File: src/rtl/reg_scoreboard_if.sv
// Issue/write-back bundle between decode, write-back and the register scoreboard.
// The master side (decode/write-back) drives requests; the slave (scoreboard) returns status.
interface reg_scoreboard_if #(
  parameter int NREG = 32,
  parameter int AW   = 5
);
  logic            issue_valid;
  logic [AW-1:0]   issue_rs;
  logic [AW-1:0]   issue_rt;
  logic            uses_rs;
  logic            uses_rt;
  logic            issue_wr_en;
  logic [AW-1:0]   issue_rd;
  logic            wb_en;
  logic [AW-1:0]   wb_rd;
  logic            stall;
  logic [NREG-1:0] pending;
  logic [AW:0]     pend_cnt;
  logic            err;

  modport master (
    output issue_valid, issue_rs, issue_rt, uses_rs, uses_rt,
    output issue_wr_en, issue_rd, wb_en, wb_rd,
    input  stall, pending, pend_cnt, err
  );

  modport slave (
    input  issue_valid, issue_rs, issue_rt, uses_rs, uses_rt,
    input  issue_wr_en, issue_rd, wb_en, wb_rd,
    output stall, pending, pend_cnt, err
  );
endinterface

File: src/rtl/reg_scoreboard.sv
// Register scoreboard: tracks in-flight register writes and stalls issue on RAW/WAW
// hazards, with a same-cycle write-back bypass through the write-through register file.
module reg_scoreboard #(
  parameter int NREG = 32,
  parameter int AW   = 5
) (
  input  logic         clk,
  input  logic         rst_n,
  reg_scoreboard_if.slave sb
);
  logic [NREG-1:0] pending_reg;
  logic [NREG-1:0] pending_next;
  logic [AW:0]     cnt_reg;
  logic [AW:0]     cnt_next;
  logic            err_reg;

  logic rs_haz, rt_haz, waw_haz;
  logic accept, set_en, clr_en, wb_bad;
  logic [NREG-1:0] set_mask, clr_mask;

  // A source matching this cycle's write-back is read through the register file.
  always_comb begin
    rs_haz  = sb.uses_rs && (sb.issue_rs != '0) && pending_reg[sb.issue_rs]
              && !(sb.wb_en && (sb.wb_rd == sb.issue_rs));
    rt_haz  = sb.uses_rt && (sb.issue_rt != '0) && pending_reg[sb.issue_rt]
              && !(sb.wb_en && (sb.wb_rd == sb.issue_rt));
    waw_haz = sb.issue_wr_en && (sb.issue_rd != '0) && pending_reg[sb.issue_rd]
              && !(sb.wb_en && (sb.wb_rd == sb.issue_rd));
    sb.stall = sb.issue_valid && (rs_haz || rt_haz || waw_haz);
    accept   = sb.issue_valid && !sb.stall;
    set_en   = accept && sb.issue_wr_en && (sb.issue_rd != '0);
    clr_en   = sb.wb_en && (sb.wb_rd != '0) && pending_reg[sb.wb_rd];
    wb_bad   = sb.wb_en && (sb.wb_rd != '0) && !pending_reg[sb.wb_rd];
    cnt_next = cnt_reg + {{AW{1'b0}}, set_en} - {{AW{1'b0}}, clr_en};
  end

  // Set wins over clear on the same register, so a WAW-bypassed reissue stays pending.
  generate
    for (genvar gi = 0; gi < NREG; gi++) begin : g_bit
      assign set_mask[gi]     = set_en && (sb.issue_rd == AW'(gi));
      assign clr_mask[gi]     = clr_en && (sb.wb_rd == AW'(gi));
      assign pending_next[gi] = (pending_reg[gi] && !clr_mask[gi]) || set_mask[gi];
    end
  endgenerate

  always_ff @(posedge clk or negedge rst_n) begin
    if (!rst_n) begin
      pending_reg <= '0;
      cnt_reg     <= '0;
      err_reg     <= 1'b0;
    end else begin
      pending_reg <= pending_next;
      cnt_reg     <= cnt_next;
      if (wb_bad)
        err_reg <= 1'b1;
    end
  end

  assign sb.pending  = pending_reg;
  assign sb.pend_cnt = cnt_reg;
  assign sb.err      = err_reg;
endmodule

File: src/flat_wrapper.sv
// flat-port wrapper written by rule: the top's interface ports become plain ports
module reg_scoreboard_flat 
#(
  parameter int NREG = 32,
  parameter int AW   = 5
)
  (clk, rst_n, sb_issue_valid, sb_issue_rs, sb_issue_rt, sb_uses_rs, sb_uses_rt, sb_issue_wr_en, sb_issue_rd, sb_wb_en, sb_wb_rd, sb_stall, sb_pending, sb_pend_cnt, sb_err);
  reg_scoreboard_if #(.NREG(NREG), .AW(AW)) sb_i ();
  input  logic clk;
  input  logic rst_n;
  input wire logic [$bits(sb_i.issue_valid)-1:0] sb_issue_valid;
  input wire logic [$bits(sb_i.issue_rs)-1:0] sb_issue_rs;
  input wire logic [$bits(sb_i.issue_rt)-1:0] sb_issue_rt;
  input wire logic [$bits(sb_i.uses_rs)-1:0] sb_uses_rs;
  input wire logic [$bits(sb_i.uses_rt)-1:0] sb_uses_rt;
  input wire logic [$bits(sb_i.issue_wr_en)-1:0] sb_issue_wr_en;
  input wire logic [$bits(sb_i.issue_rd)-1:0] sb_issue_rd;
  input wire logic [$bits(sb_i.wb_en)-1:0] sb_wb_en;
  input wire logic [$bits(sb_i.wb_rd)-1:0] sb_wb_rd;
  output wire logic [$bits(sb_i.stall)-1:0] sb_stall;
  output wire logic [$bits(sb_i.pending)-1:0] sb_pending;
  output wire logic [$bits(sb_i.pend_cnt)-1:0] sb_pend_cnt;
  output wire logic [$bits(sb_i.err)-1:0] sb_err;
  assign sb_i.issue_valid = sb_issue_valid;
  assign sb_i.issue_rs = sb_issue_rs;
  assign sb_i.issue_rt = sb_issue_rt;
  assign sb_i.uses_rs = sb_uses_rs;
  assign sb_i.uses_rt = sb_uses_rt;
  assign sb_i.issue_wr_en = sb_issue_wr_en;
  assign sb_i.issue_rd = sb_issue_rd;
  assign sb_i.wb_en = sb_wb_en;
  assign sb_i.wb_rd = sb_wb_rd;
  assign sb_stall = sb_i.stall;
  assign sb_pending = sb_i.pending;
  assign sb_pend_cnt = sb_i.pend_cnt;
  assign sb_err = sb_i.err;
  reg_scoreboard #(.NREG(NREG), .AW(AW)) u_core (.clk(clk), .rst_n(rst_n), .sb(sb_i));
endmodule
File: config.mk
export PLATFORM = sky130hd
export DESIGN_NAME = reg_scoreboard_flat
export DESIGN_NICKNAME = d
export VERILOG_FILES = /design/src/rtl/reg_scoreboard_if.sv /design/src/rtl/reg_scoreboard.sv /design/src/flat_wrapper.sv
export SDC_FILE = /design/constraint.sdc
export NUM_CORES = 1
export LEC_CHECK = 0
export CAP_MARGIN = 30
export CORE_ASPECT_RATIO = 1.25
export CORE_UTILIZATION = 35
export DETAILED_ROUTE_END_ITERATION = 10
export GPL_TIMING_DRIVEN = 1
export PLACE_DENSITY_LB_ADDON = 0.05
export RECOVER_POWER = 25
export SYNTH_ARGS = -nofsm -noshare
export SYNTH_HDL_FRONTEND = slang
export SYNTH_SLANG_ARGS = --single-unit
File: constraint.sdc
create_clock -name clk -period 4.7 [get_ports clk]
set_clock_uncertainty 0.1 [all_clocks]
set_input_delay 0.705 -clock clk [delete_from_list [all_inputs] [get_ports clk]]
set_output_delay 0.705 -clock clk [all_outputs]
set_load 0.005 [all_outputs]
==> impl_metrics.py, run 1 <==
metrics = {
    "global_route": {
        "global_route.overflow_total": 0,
        "grt_antenna_before_repair": 0,
        "groute.usage.overall_pct": 24.2,
        "first_global_vias": 3151,
        "grt_max_degree": 40,
        "grt_pass1_wl_um": 17600,
    },
    "status": {
        "status": "finished with violations",
        "violations": "max-capacitance violations, max-slew violations",
    },
    "power_and_ir_drop": {
        "vdd_ir_drop_max_uv": 268,
        "power_leakage_nw": 1.65,
        "power.density_cell_area_nw_per_um2": 383,
    },
    "floorplanning": {
        "core_area_um2": 9220,
        "die-area_um2": 9980,
        "row_count": 39,
        "chipHeight_um": 111,
        "design.portCount": 67,
        "floorplan.initialDensity_pct": 36.4,
        "die_w_um": 89.6,
    },
    "synth": {
        "synth_top_area_cell": "sky130_fd_sc_hd__dfrtp_1",
        "synth-warning-count": 0,
        "ys_seq_area_share_pct": 29.1,
        "synth_edf_count": 0,
        "synth.top_cell.area_share_pct": 29.1,
        "synthesis.area_um2": 3350,
        "synth_top_cells_by_area": "sky130_fd_sc_hd__dfrtp_1 (29%), sky130_fd_sc_hd__mux4_2 (18%), sky130_fd_sc_hd__o21ai_0 (5.8%), sky130_fd_sc_hd__mux2i_1 (5.7%), sky130_fd_sc_hd__o31ai_1 (5.4%)",
        "synth_flop_cell": "sky130_fd_sc_hd__dfrtp_1",
        "postSynthNetCount": 376,
        "async_reset_ff_share_pct": 100,
        "synthCells": 342,
        "post_synth_num_cell_types": 46,
        "synthTopCellsByCount": "sky130_fd_sc_hd__dfrtp_1 (39), sky130_fd_sc_hd__o21ai_0 (39), sky130_fd_sc_hd__nand2_1 (34)",
        "synth_seq_cells": 39,
        "syn_avg_cell_area_um2": 9.81,
    },
    "sta": {
        "finalCritPeriodShare_pct": 91.1,
        "slew_violations": 40,
        "tightestPinTransition_ns": 2.22,
        "unrepaired_setup_endpoints_after_global_routing": "false",
        "final_period_minus_worst_setup_slack_ns": 4.28,
        "hold_violations": 0,
        "hold-worst-slack_ns": 0.406,
        "maxClockFrequency_ghz": 0.234,
        "fin_setup_tns_ns": 0,
        "final-setup-viol-count": 0,
        "slew_headroom_pct": -47.9,
    },
    "detailed_routing": {
        "drt_iter0_markers": 257,
        "viasPerCell": 5.85,
        "drcViolationCount": 0,
        "drtPass1Iterations": 5,
        "routed-via-count": 3079,
        "wl_um": 11400,
        "wire_per_inst_um": 21.7,
        "postRouteAntennaNets": 0,
    },
    "final_layout": {
        "post-route-util_pct": 46.8,
        "final.fill_count": 864,
        "seq_area_um2": 976,
        "fin_nets": 436,
        "multiInputGateArea_um2": 2170,
        "layout-drive-gt1-share_pct": 15.1,
        "ant_diodes": 0,
        "area_growth_syn_to_layout_pct": 28.7,
        "largest_reg_flops": 32,
    },
    "cts": {
        "cts_sink_cnt": 39,
        "cts.repair_timing.setup_buffer_count": 0,
        "clk_latency_ns": 0.28,
        "clk_pin_slew_ns": 0.06,
        "cts.htree.levels": 2,
        "tritoncts_buffers": 5,
        "cts_repair_resize_count": 0,
        "cts-hold-fix-buffers": 0,
        "maximum_clock_insertion_buffer_count": 2,
        "clk_root_buffer_cell": "sky130_fd_sc_hd__clkbuf_16",
        "tritoncts_clock_tree": "done",
    },
    "flow_run": {
        "maxCapViolCount": 1,
    },
    "setup_path": {
        "timing_worst_setup_path_type": "input port to output pin",
        "critPathRequiredTime_ns": 3.89,
        "startpoint_type": "input port",
        "cp_data_arrival_time_ns": 3.48,
        "critical_path.endpoint_type": "output pin",
        "worstPathMaxFanout": 13,
    },
    "place": {
        "final_hpwl_from_detailed_placement_um": 8560,
        "port_buffers": 66,
        "globalplace.congestion": 0.867,
    },
    "hold_path": {
        "worstHoldPathType": "flop to flop",
    },
}
[per-stage QoR]
| step | cell area [um2] | setup slack [ns] | power (mW) | std cells |
|---|---|---|---|---|
| floorplan | 3350 | 0.821 | 0.910 | 342 |
| global placement | 4130 | 0.392 | 1.22 | 518 |
| detailed placement | 4130 | 0.324 | 1.23 | 518 |
| CTS | 4320 | 0.393 | 1.67 | 526 |
| global route | 4320 | 0.266 | 1.75 | 526 |
| finish | 4320 | 0.419 | 1.65 | 526 |
[path summary, 6_finish.rpt]
kind / start / to / slack [ns] / cells after the start
min in group asynchronous: rst_n / u_core.sb.pending[15] / 0.98 / 1
max reg2reg: u_core.sb.pending[11] / u_core.sb.pend_cnt[4] / 1.30 / 12
min reg2reg: u_core.sb.pending[0] / u_core.sb.pending[0] / 0.41 / 0
max in group asynchronous: rst_n / u_core.sb.pending[20] / 2.25 / 1
max: sb_issue_rd[2] / sb_stall / 0.42 / 8
min: u_core.sb.pending[0] / u_core.sb.pending[0] / 0.41 / 0
[cell type report]
class	instances	share of cell area [%]
clock buffers	6	2.98
clock inverters	2	1.39
inverters	11	0.956
multi-input cells	261	50.2
flip-flops and latches	39	22.6
well taps	123	3.56
repair buffers	84	18.3
[cells by family (layout without fill, tap and decap cells)]
| family | Yosys count | after routing | share of synthesized area (%) |
|---|---|---|---|
| compound gates | 91 | 91 | 18.1 |
| xor+xnor | 20 | 20 | 5.22 |
| fa+ha+maj | 7 | 7 | 2.83 |
| buf+inv | 42 | 103 | 6.27 |
| mux | 48 | 48 | 24.5 |
| flops | 39 | 39 | 29.1 |
| simple gates | 95 | 95 | 14.1 |
[power by group]
group          switching, mW  internal [mW]
clock network          0.129          0.304
registers              0.126          0.416
logic                  0.286          0.391
total                  0.541           1.11
[critical path: stages]
cell and delay, ns:
sky130_fd_sc_hd__clkdlybuf4s50_1 0.84, sky130_fd_sc_hd__or4_1 0.22, sky130_fd_sc_hd__o21ai_0 0.09, sky130_fd_sc_hd__a31o_2 0.26, sky130_fd_sc_hd__or3b_2 0.54, sky130_fd_sc_hd__o31ai_1 0.14, sky130_fd_sc_hd__o21a_1 0.17, sky130_fd_sc_hd__clkdlybuf4s50_1 0.51
[routing by layer]
layer / vias to the layer above / GRT usage (%) / share of wire, %
met4: 0 / 10.8 / 3.3
met2: 115 / 40.4 / 52
met1: 1527 / 30.4 / 39
li1: 1417 / - / -
met3: 20 / 3.41 / 5.3
met5: - / 0 / 0
[cells in the final DEF, fill, tap and decap left out, types with 7 or more instances in the layout]
cell,n
sky130_fd_sc_hd__clkdlybuf4s50_1,65
sky130_fd_sc_hd__o21ai_0,39
sky130_fd_sc_hd__dfrtp_1,39
sky130_fd_sc_hd__nand2_1,34
sky130_fd_sc_hd__mux4_2,27
sky130_fd_sc_hd__o31ai_1,24
sky130_fd_sc_hd__mux2i_1,19
sky130_fd_sc_hd__buf_4,18
sky130_fd_sc_hd__xor2_1,13
sky130_fd_sc_hd__nand3_1,13
sky130_fd_sc_hd__nor2_1,12
sky130_fd_sc_hd__inv_1,11
sky130_fd_sc_hd__nor2b_1,8
sky130_fd_sc_hd__xnor2_1,7
sky130_fd_sc_hd__a21oi_1,7
(Power assumes the default switching activity.)
==> run 2, diff against run 1 <==
- DONT_BUFFER_PORTS: default -> 1
- clock period: 4.7 -> 3.7 ns (I/O delays scaled with it)
==> impl_metrics.py, run 2 (synthesized netlist as in run 1, its figures left out) <==
metrics = {
    "status": {
        "status": "finished with violations",
        "violations": "max-capacitance violations, max-slew violations",
    },
    "sta": {
        "finalCritPeriodShare_pct": 91.4,
        "tightestPinTransition_ns": 2.25,
        "slew_headroom_pct": -49.8,
        "slew_violations": 40,
        "maxClockFrequency_ghz": 0.296,
        "final_period_minus_worst_setup_slack_ns": 3.38,
        "hold_violations": 0,
        "final-setup-viol-count": 0,
        "unrepaired_setup_endpoints_after_global_routing": "false",
        "fin_setup_tns_ns": 0,
    },
    "cts": {
        "tritoncts_clock_tree": "done",
        "cts_sink_cnt": 39,
        "clk_root_buffer_cell": "sky130_fd_sc_hd__clkbuf_16",
        "cts.htree.levels": 2,
        "clk_pin_slew_ns": 0.06,
        "cts-hold-fix-buffers": 1,
        "tritoncts_buffers": 5,
        "cts.repair_timing.setup_buffer_count": 0,
        "clk_latency_ns": 0.29,
        "maximum_clock_insertion_buffer_count": 2,
        "cts_repair_resize_count": 0,
    },
    "detailed_routing": {
        "drtPass1Iterations": 4,
        "viasPerCell": 6.20,
        "wl_um": 11800,
        "drt_iter0_markers": 193,
        "routed-via-count": 2875,
        "postRouteAntennaNets": 0,
        "drcViolationCount": 0,
        "wire_per_inst_um": 25.5,
    },
    "global_route": {
        "grt_pass1_wl_um": 17700,
        "grt_max_degree": 40,
        "groute.usage.overall_pct": 24.6,
        "global_route.overflow_total": 0,
        "first_global_vias": 2976,
        "grt_antenna_before_repair": 0,
    },
    "setup_path": {
        "worstPathMaxFanout": 6,
        "critical_path.endpoint_type": "flop",
        "critPathRequiredTime_ns": 3.81,
        "cp_data_arrival_time_ns": 3.50,
        "startpoint_type": "flop",
        "timing_worst_setup_path_type": "flop to flop",
    },
    "floorplanning": {
        "die_w_um": 89.6,
        "row_count": 39,
        "floorplan.initialDensity_pct": 36.4,
        "design.portCount": 67,
        "core_area_um2": 9220,
        "die-area_um2": 9980,
        "chipHeight_um": 111,
    },
    "power_and_ir_drop": {
        "power.density_cell_area_nw_per_um2": 495,
        "power_leakage_nw": 1.41,
        "post-layout-total-power_mw": 1.81,
        "vdd_ir_drop_max_uv": 439,
    },
    "final_layout": {
        "multiInputGateArea_um2": 2170,
        "post-route-util_pct": 39.7,
        "area_growth_syn_to_layout_pct": 9.03,
        "layout_common_cells": "sky130_fd_sc_hd__o21ai_0 (39), sky130_fd_sc_hd__dfrtp_1 (39), sky130_fd_sc_hd__nand2_1 (34)",
        "fin_nets": 374,
        "layout-drive-gt1-share_pct": 18.8,
        "final_cell_count_no_fill": 464,
        "largest_reg_flops": 32,
        "final.fill_count": 933,
        "seq_area_um2": 976,
        "ant_diodes": 0,
    },
    "flow_run": {
        "maxCapViolCount": 1,
    },
    "hold_path": {
        "worstHoldPathType": "input port to flop",
    },
    "place": {
        "numPlacedInstances": 455,
        "port_buffers": 0,
        "final_hpwl_from_detailed_placement_um": 8770,
        "globalplace.congestion": 0.854,
    },
}
run 2: layout make-up:
class                           count  share of cell area, %
Multi-Input combinational cell    261                   59.3
Sequential cell                    39                   26.7
Timing Repair Buffer               22                   4.41
Inverter                           11                   1.13
Tap cell                          123                   4.21
Clock buffer                        8                   4.28
run 2: report_power, final:
| group | internal [mW] | switching [mW] |
|---|---|---|
| logic | 0.356 | 0.336 |
| clock network | 0.287 | 0.175 |
| registers | 0.528 | 0.127 |
run 2: stage by stage:
stage,worst slack [ns],area [um2],hold WS (ns)
final,0.318,3660,0.370
after global routing,0.0638,3660,0.393
after CTS,0.292,3670,0.0222
after detailed placement,0.184,3500,0.162
after global placement,0.239,3500,0.161
after floorplan,0.00765,3360,0.159
run 2: worst max-delay path: stages, from the launching register on:
cell	delay (ns)
sky130_fd_sc_hd__dfrtp_1	0.46
sky130_fd_sc_hd__mux4_2	0.47
sky130_fd_sc_hd__mux2i_1	0.21
sky130_fd_sc_hd__mux2i_1	0.12
sky130_fd_sc_hd__a221o_1	0.36
sky130_fd_sc_hd__nor2b_1	0.15
sky130_fd_sc_hd__ha_1	0.30
sky130_fd_sc_hd__inv_1	0.04
sky130_fd_sc_hd__ha_1	0.20
sky130_fd_sc_hd__fa_1	0.43
sky130_fd_sc_hd__a21o_1	0.17
sky130_fd_sc_hd__a21oi_1	0.16
sky130_fd_sc_hd__xnor2_1	0.13
run 2: path summary, 6_finish.rpt:
kind | from | end | slack (ns) | cells past startpoint
setup / recovery | u_core.sb.pending[1] | u_core.sb.pend_cnt[4] | 0.32 | 12
hold / removal | sb_wb_en | u_core.sb.err | 0.37 | 2
setup reg to reg | u_core.sb.pending[1] | u_core.sb.pend_cnt[4] | 0.32 | 12
hold reg to reg | u_core.sb.pending[0] | u_core.sb.pending[0] | 0.46 | 1
max in group asynchronous | rst_n | u_core.sb.pending[27] | 1.38 | 1
min in group asynchronous | rst_n | u_core.sb.pending[7] | 0.84 | 1
run 2: routing by layer:
metal	vias up	GRT usage, %	share of wire, %
li1	1289	-	-
met1	1459	31.6	41
met2	105	41.0	51
met3	22	3.93	5.9
met4	0	8.89	2.6
met5	-	0	0
